**config.mk**
```make
export PLATFORM = sky130hd
export DESIGN_NAME = vga_timing
export DESIGN_NICKNAME = d
export VERILOG_FILES = /design/src/rtl/vga_timing.sv
export SDC_FILE = /design/constraint.sdc
export NUM_CORES = 1
export LEC_CHECK = 0
export ABC_AREA = 0
export BUFFER_PORTS_ARGS = -buffer_cell sky130_fd_sc_hd__buf_2
export CAP_MARGIN = 15
export CORE_MARGIN = 4
export CORE_UTILIZATION = 50
export DETAILED_ROUTE_END_ITERATION = 10
export GPL_ROUTABILITY_DRIVEN = 0
export HOLD_SLACK_MARGIN = 0.08
export PLACE_DENSITY_LB_ADDON = 0.2
export SYNTH_ARGS = -nofsm -noshare
export SYNTH_HDL_FRONTEND = slang
export SYNTH_SLANG_ARGS = --single-unit
```
**constraint.sdc**
```tcl
create_clock -name clk -period 2.46 [get_ports clk]
set_input_delay 0.246 -clock clk [delete_from_list [all_inputs] [get_ports clk]]
set_output_delay 0.246 -clock clk [all_outputs]
set_load 0.03 [all_outputs]
```
**src/rtl/vga_timing.sv**
```systemverilog
// vga_timing: free-running raster timing generator for the VGA text path.
// Default timing is 800x600@72 from a 50 MHz pixel clock.
//
// Ports:
//   clk          pixel clock; all state updates on the rising edge
//   RSTn         asynchronous reset, active low
//   pix_ce       pixel clock enable (only when VGA_TIMING_PIXCE_EN is defined)
//   hcnt, vcnt   raster position; (0,0) is the first visible pixel
//   hsync/vsync  sync pulses, active level set by HPOL/VPOL
//   hvalid       high while hcnt < HVIS
//   vvalid       high while vcnt < VVIS
//   line_start   high while hcnt == 0
//   frame_start  high while hcnt == 0 and vcnt == 0
//
// Optional feature macro: VGA_TIMING_PIXCE_EN
//   defined   : pix_ce port exists; every register holds on edges with pix_ce=0
//   undefined : no pix_ce port; the generator advances on every clk edge

module vga_timing #(
    parameter int unsigned HVIS = 800,
    parameter int unsigned HFP  = 56,
    parameter int unsigned HSW  = 120,
    parameter int unsigned HBP  = 64,
    parameter int unsigned VVIS = 600,
    parameter int unsigned VFP  = 37,
    parameter int unsigned VSW  = 6,
    parameter int unsigned VBP  = 23,
    parameter bit          HPOL = 1'b1,
    parameter bit          VPOL = 1'b1
) (
    input  logic        clk,
    input  logic        RSTn,
`ifdef VGA_TIMING_PIXCE_EN
    input  logic        pix_ce,
`endif
    output logic [10:0] hcnt,
    output logic [10:0] vcnt,
    output logic        hsync,
    output logic        vsync,
    output logic        hvalid,
    output logic        vvalid,
    output logic        line_start,
    output logic        frame_start
);

    localparam int unsigned HTOTAL = HVIS + HFP + HSW + HBP;
    localparam int unsigned VTOTAL = VVIS + VFP + VSW + VBP;

    localparam logic [10:0] H_LAST = 11'(HTOTAL - 1);
    localparam logic [10:0] V_LAST = 11'(VTOTAL - 1);
    localparam logic [10:0] H_VIS  = 11'(HVIS);
    localparam logic [10:0] V_VIS  = 11'(VVIS);
    localparam logic [10:0] HS_BEG = 11'(HVIS + HFP);
    localparam logic [10:0] HS_END = 11'(HVIS + HFP + HSW);
    localparam logic [10:0] VS_BEG = 11'(VVIS + VFP);
    localparam logic [10:0] VS_END = 11'(VVIS + VFP + VSW);

    logic        adv;
    logic        h_wrap;
    logic        v_wrap;
    logic [10:0] h_next;
    logic [10:0] v_next;
    logic        hs_act;
    logic        vs_act;
    logic        hvalid_next;
    logic        vvalid_next;
    logic        ls_next;
    logic        fs_next;

`ifdef VGA_TIMING_PIXCE_EN
    assign adv = pix_ce;
`else
    assign adv = 1'b1;
`endif

    // Next raster position. The reset position is the last blank pixel,
    // so the first advance after reset lands on (0,0).
    always_comb begin
        h_wrap = (hcnt == H_LAST);
        v_wrap = (vcnt == V_LAST);
        h_next = hcnt + 11'd1;
        v_next = vcnt;
        if (h_wrap) begin
            h_next = 11'd0;
            v_next = v_wrap ? 11'd0 : vcnt + 11'd1;
        end
    end

    // Flags are decoded from the next position so that each registered
    // flag lines up with the registered counter it describes. vsync only
    // follows v_next, which moves solely on the hcnt wrap.
    always_comb begin
        hs_act      = (h_next >= HS_BEG) && (h_next < HS_END);
        vs_act      = (v_next >= VS_BEG) && (v_next < VS_END);
        hvalid_next = (h_next < H_VIS);
        vvalid_next = (v_next < V_VIS);
        ls_next     = (h_next == 11'd0);
        fs_next     = (h_next == 11'd0) && (v_next == 11'd0);
    end

    always_ff @(posedge clk or negedge RSTn) begin
        if (!RSTn) begin
            hcnt        <= H_LAST;
            vcnt        <= V_LAST;
            hsync       <= ~HPOL;
            vsync       <= ~VPOL;
            hvalid      <= 1'b0;
            vvalid      <= 1'b0;
            line_start  <= 1'b0;
            frame_start <= 1'b0;
        end else if (adv) begin
            hcnt        <= h_next;
            vcnt        <= v_next;
            hsync       <= hs_act ? HPOL : ~HPOL;
            vsync       <= vs_act ? VPOL : ~VPOL;
            hvalid      <= hvalid_next;
            vvalid      <= vvalid_next;
            line_start  <= ls_next;
            frame_start <= fs_next;
        end
    end

endmodule

```
Yosys cells after proc, flatten, opt, wreduce, memory -nomap -nowiden

Cells that the tools add are included.

Reductions and logical operators: 5
$lt $le $gt $ge: 6
Eq/ne operators: 2
Muxes and demuxes: 5
$add $sub $neg: 2

Operators with widths:

| operator                                                                              | count |
|---|---|
| 11-bit by 10-bit < comparator with 1-bit output, second input constant                | 4 |
| 11-bit 2-to-1 mux                                                                     | 3 |
| 11-bit by 1-bit adder with 11-bit output, second input constant                       | 2 |
| 11-bit by 10-bit greater-or-equal comparator with 1-bit output, second input constant | 2 |
| 11-bit logical NOT                                                                    | 2 |
| 11-bit by 10-bit == test with 1-bit output, second input constant                     | 1 |
| 11-bit == test, second input constant                                                 | 1 |
| 1-bit logical AND                                                                     | 3 |
| 1-bit 2-to-1 mux                                                                      | 2 |

Output and inout port bits: 28
Bits in registers: 28

Depth between registers and ports, before layout

Word-level depth: 6
Mapped depth: 9
Depth with buffers taken out: 9

Worst setup path after synthesis

OpenSTA, ideal clock, no wires.

Path kind: reg-to-reg
Start: reg hcnt[0]
End: reg frame_start
Setup slack: -0.141 ns
Cell stages (with the launch flop): 9
Buffers on the path: 0
Arrival: 2.533 ns
Data required time: 2.392 ns
Cells stage by stage: dfstp_2 > ha_1 > nand3_1 > nor2_1 > nand2_1 > xnor2_1 > or4_4 > a2111oi_4 > and4_1

Longest elaborated chain between the ends: 4
Elaborated cells on any way between the ends: 7

RTL lines:

| what                                                                              | RTL line | text |
|---|---|---|
| from (decl)                                                                       | 36       | `output logic [10:0] hcnt,` |
| from (signal assigned)                                                            | 112      | `hcnt <= h_next;` |
| 11-bit by 1-bit adder with 11-bit output / 11-bit == test (equally long branches) | 81, 79   |  |
| 11-bit 2-to-1 mux *                                                               | 83       | `if (h_wrap) begin` |
| net h_next[8]                                                                     | 61       | `logic [10:0] h_next;` |
| 11-bit logical NOT *                                                              | -        |  |
| net ls_next                                                                       | 67       | `logic ls_next;` |
| 1-bit logical AND *                                                               | 98       | `fs_next = (h_next == 11'd0) && (v_next == 11'd0);` |
| net fs_next                                                                       | 68       | `logic fs_next;` |
| to (signal assigned)                                                              | 119      | `frame_start <= fs_next;` |
| to (decl)                                                                         | 43       | `output logic frame_start` |

The timed path passes the listed nets; every way through them passes the cells marked *.

Worst setup path in the final report

Start: reg hcnt[0]
End: reg vsync

Longest elaborated chain between the ends: 5
Elaborated cells on any way between the ends: 6

RTL lines:

| what                                                                                                                                     | RTL line | text |
|---|---|---|
| 11-bit == test *                                                                                                                         | 79       | `h_wrap = (hcnt == H_LAST);` |
| 11-bit 2-to-1 mux *                                                                                                                      | 83       |  |
| net v_next[4]                                                                                                                            | 62       | `logic [10:0] v_next;` |
| 11-bit by 10-bit greater-or-equal comparator with 1-bit output / 11-bit by 10-bit < comparator with 1-bit output (equally long branches) | 94       | `vs_act = (v_next >= VS_BEG) && (v_next < VS_END);` |
| 1-bit logical AND *                                                                                                                      | 94       |  |
| net vs_act                                                                                                                               | 64       | `logic vs_act;` |
| 1-bit 2-to-1 mux *                                                                                                                       | 115      | `vsync <= vs_act ? VPOL : ~VPOL;` |
| to (signal assigned)                                                                                                                     | 106      | `vsync <= ~VPOL;` |
| to (signal assigned)                                                                                                                     | 115      |  |
| to (decl)                                                                                                                                | 39       | `output logic vsync,` |

Marked as above.

==> out/qor.yml <==
yosysWarnings: 0
rsz0062_at_grt: "yes"
die_area_sq_um: 4370
ir_worst_vdd_mv: 0.285
avgSynthCellArea_sq_um: 10.0
io_buffers: 29
root_buffer: "clkbuf_4"
io_pins: 30
grt_max_degree: 29
viasPerCell: 5.77
syn-num-nets: 173
max_slew.worst_pin.slew_ns: 0.606
ys_async_sr_fraction_pct: 100
worstPathArrival_ns: 2.68
wire_per_inst_um: 15.9
max_slew_margin_pct: 59.6
synth_top_area_share_pct: 26.7
synthDistinctLibCells: 53
clk_latency_ns: 0.34
leakage_nw: 0.979
fp.dieW_um: 66.1
grt_usage_pct: 21.3
crit_path_start: "hcnt[0]$_DFF_PN1_"
clock_skew_ns: 0.00335
drt-total-wl_mm: 4.14
timing.fmax_ghz: 0.415
maxCapViolCount: 0
critPathLaunchType: "flop"
grt_pass1_wl_mm: 7.29
htree_levels: 1
cts.sinks: 28
drt_iter0_drc: 66
route.vias.total: 1499
drive_above_1_share_pct: 37.5
nets: 222
final_cells: 260
syn-instance-count: 168
r2r-start: "hcnt[0]$_DFF_PN1_"
min_path_type: "input port to async pin"
min_period_ns: 2.41
synth_area_leader_cell: "dfrtp_1"
synthTopCellsByCount: "18 x dfrtp_1, 10 x dfstp_2, 10 x nand2_1, 10 x nand3_1, 10 x o21ai_0"
fin_hold_ws_ns: 0.420
fin_crit_sh_pct: 98.0
slew_viol_final: 0
diodes: 0
worstPathRequired_ns: 2.73
place_inst: 252
status: "finished, final reports clean"
seq_area_frac_synth_pct: 42.3
area_growth_pct: 26.4
critical_path_peak_fanout: 5
die_h_um: 66.1
synth.top_cells.by_area: "dfrtp_1 27%, dfstp_2 16%, xnor2_1 3.6%, and3_1 3.3%, xor2_1 3.1%"
drc_errors: 0
core_sq_um: 3130
grt_pass1_vias: 1444
pre_cts_ws_ns: 0.0566
grt-ovfl-total: 0
p_per_area_nw_per_um2: 367
rows: 20
antenna_found_initial: 0
crit_type: "flop to flop"
crit_path_end: "vsync$_DFF_PN0_"
ys_ff_latch: 28
power_uw: 783
antenna_left: 0
start_util_pct: 53.9
final_util_pct: 68.2
r2r_slack_ns: 0.05
worstReg2RegEnd: "vsync$_DFF_PN0_"
setup-violations-final: 0
cts.path.max_buffers: 2
synth_most_common_cell: "dfrtp_1"
worst_setup_path_end_kind: "flop"
hpwl_mm: 3.08
hold_violations: 0
netlist_area_sq_um: 1690
synth_ff_type: "dfrtp_1"
clk_pin_slew_worst_paths_ns: 0.16
reg2reg_depth: 8
cts_tree: "yes"
setup_slack_ns: 0.0486
synth_edf_count: 0
numCtsBuffers: 3
first_pass_iters: 4
routing by layer:
layer  GRT usage (%)  up-vias  wire length, um
li1                -      724                -
met1            32.8      717             2050
met2            31.7       52             1850
met3            2.04        6              196
met4            5.33        0               44
met5               0        -                0
what timing repair did:
action	4_1_cts	5_1_grt
gates resized for setup	0	5
hold buffers	1	0
buffers inserted	0	3
setup endpoints to repair	0	2
hold endpoints to repair	18	0
layout by cell type, fill, tap and decap left out, types with 2 or more instances in the layout:
master     instances
a21oi_1            4
a31oi_1            5
and3_1             8
and3_4             2
buf_2             29
buf_4             21
clkbuf_4           3
dfrtp_1           18
dfstp_2           10
ha_1               2
inv_1              4
mux2i_1            2
nand2_1           10
nand3_1            8
nand3_2            2
nand3b_1           3
nand4_1            6
nand4b_1           2
nand4bb_1          2
nor2_1             7
nor2b_1            2
nor3_1             4
nor4_1             2
o21a_1             2
o21ai_0            9
o31ai_1            2
or3_1              4
xnor2_1            7
xor2_1             6
cells by family (layout without fill, tap and decap cells):
logic type | count (synthesis) | in the layout | share of synthesized area (%)
fa+ha+maj | 3 | 3 | 2.23
xor+xnor | 14 | 14 | 7.72
mux | 2 | 2 | 1.19
compound gates | 33 | 33 | 13.9
simple gates | 77 | 77 | 29.5
buf+inv | 11 | 59 | 3.12
flops | 28 | 28 | 42.3
worst max-delay path: stages (launching register included):
cell and delay, ns:
dfstp_2 0.62, ha_4 0.19, and4b_1 0.23, nand3_2 0.12, or4_1 0.49, nand3_1 0.13, and3_1 0.19, nand4_1 0.13
a211oi_2 0.25
through the flow:
step,TNS (ns),instance area [sq um]
global route,-0.101,2130
finish,0,2130
detailed placement,0,2020
global placement,0,2020
CTS,0,2080
floorplan,0,1720
area by class of cell:
cell class | instances | area [sq um]
Fill cell | 252 | 996
Sequential cell | 28 | 713
Tap cell | 44 | 55.1
Timing Repair Buffer | 51 | 313
Inverter | 4 | 15.0
Clock buffer | 3 | 22.5
Multi-Input combinational cell | 129 | 983
Clock inverter | 1 | 30.0
registers in the layout, summed over array words and instances, names as in the netlist:
signal and count:
hcnt 11, vvalid 1, hsync 1, hvalid 1
vcnt 11, line_start 1, vsync 1, frame_start 1
power breakdown:
group / switching [mW] / internal (mW)
logic: 0.00851 / 0.00159
clock network: 0.147 / 0.165
registers: 0 / 0.461
worst min-delay path by stage:
stage	end	slack (ns)	cells past startpoint
after floorplan	frame_start$_DFF_PN0_	-0.05	0
after global placement	hvalid$_DFF_PN0_	0.28	1
after detailed placement	hsync$_DFF_PN0_	0.29	1
after CTS	hsync$_DFF_PN0_	0.45	2
after global routing	vsync$_DFF_PN0_	0.47	2
final	hsync$_DFF_PN0_	0.42	2
No activity file was read; power rests on OpenSTA's default activity.
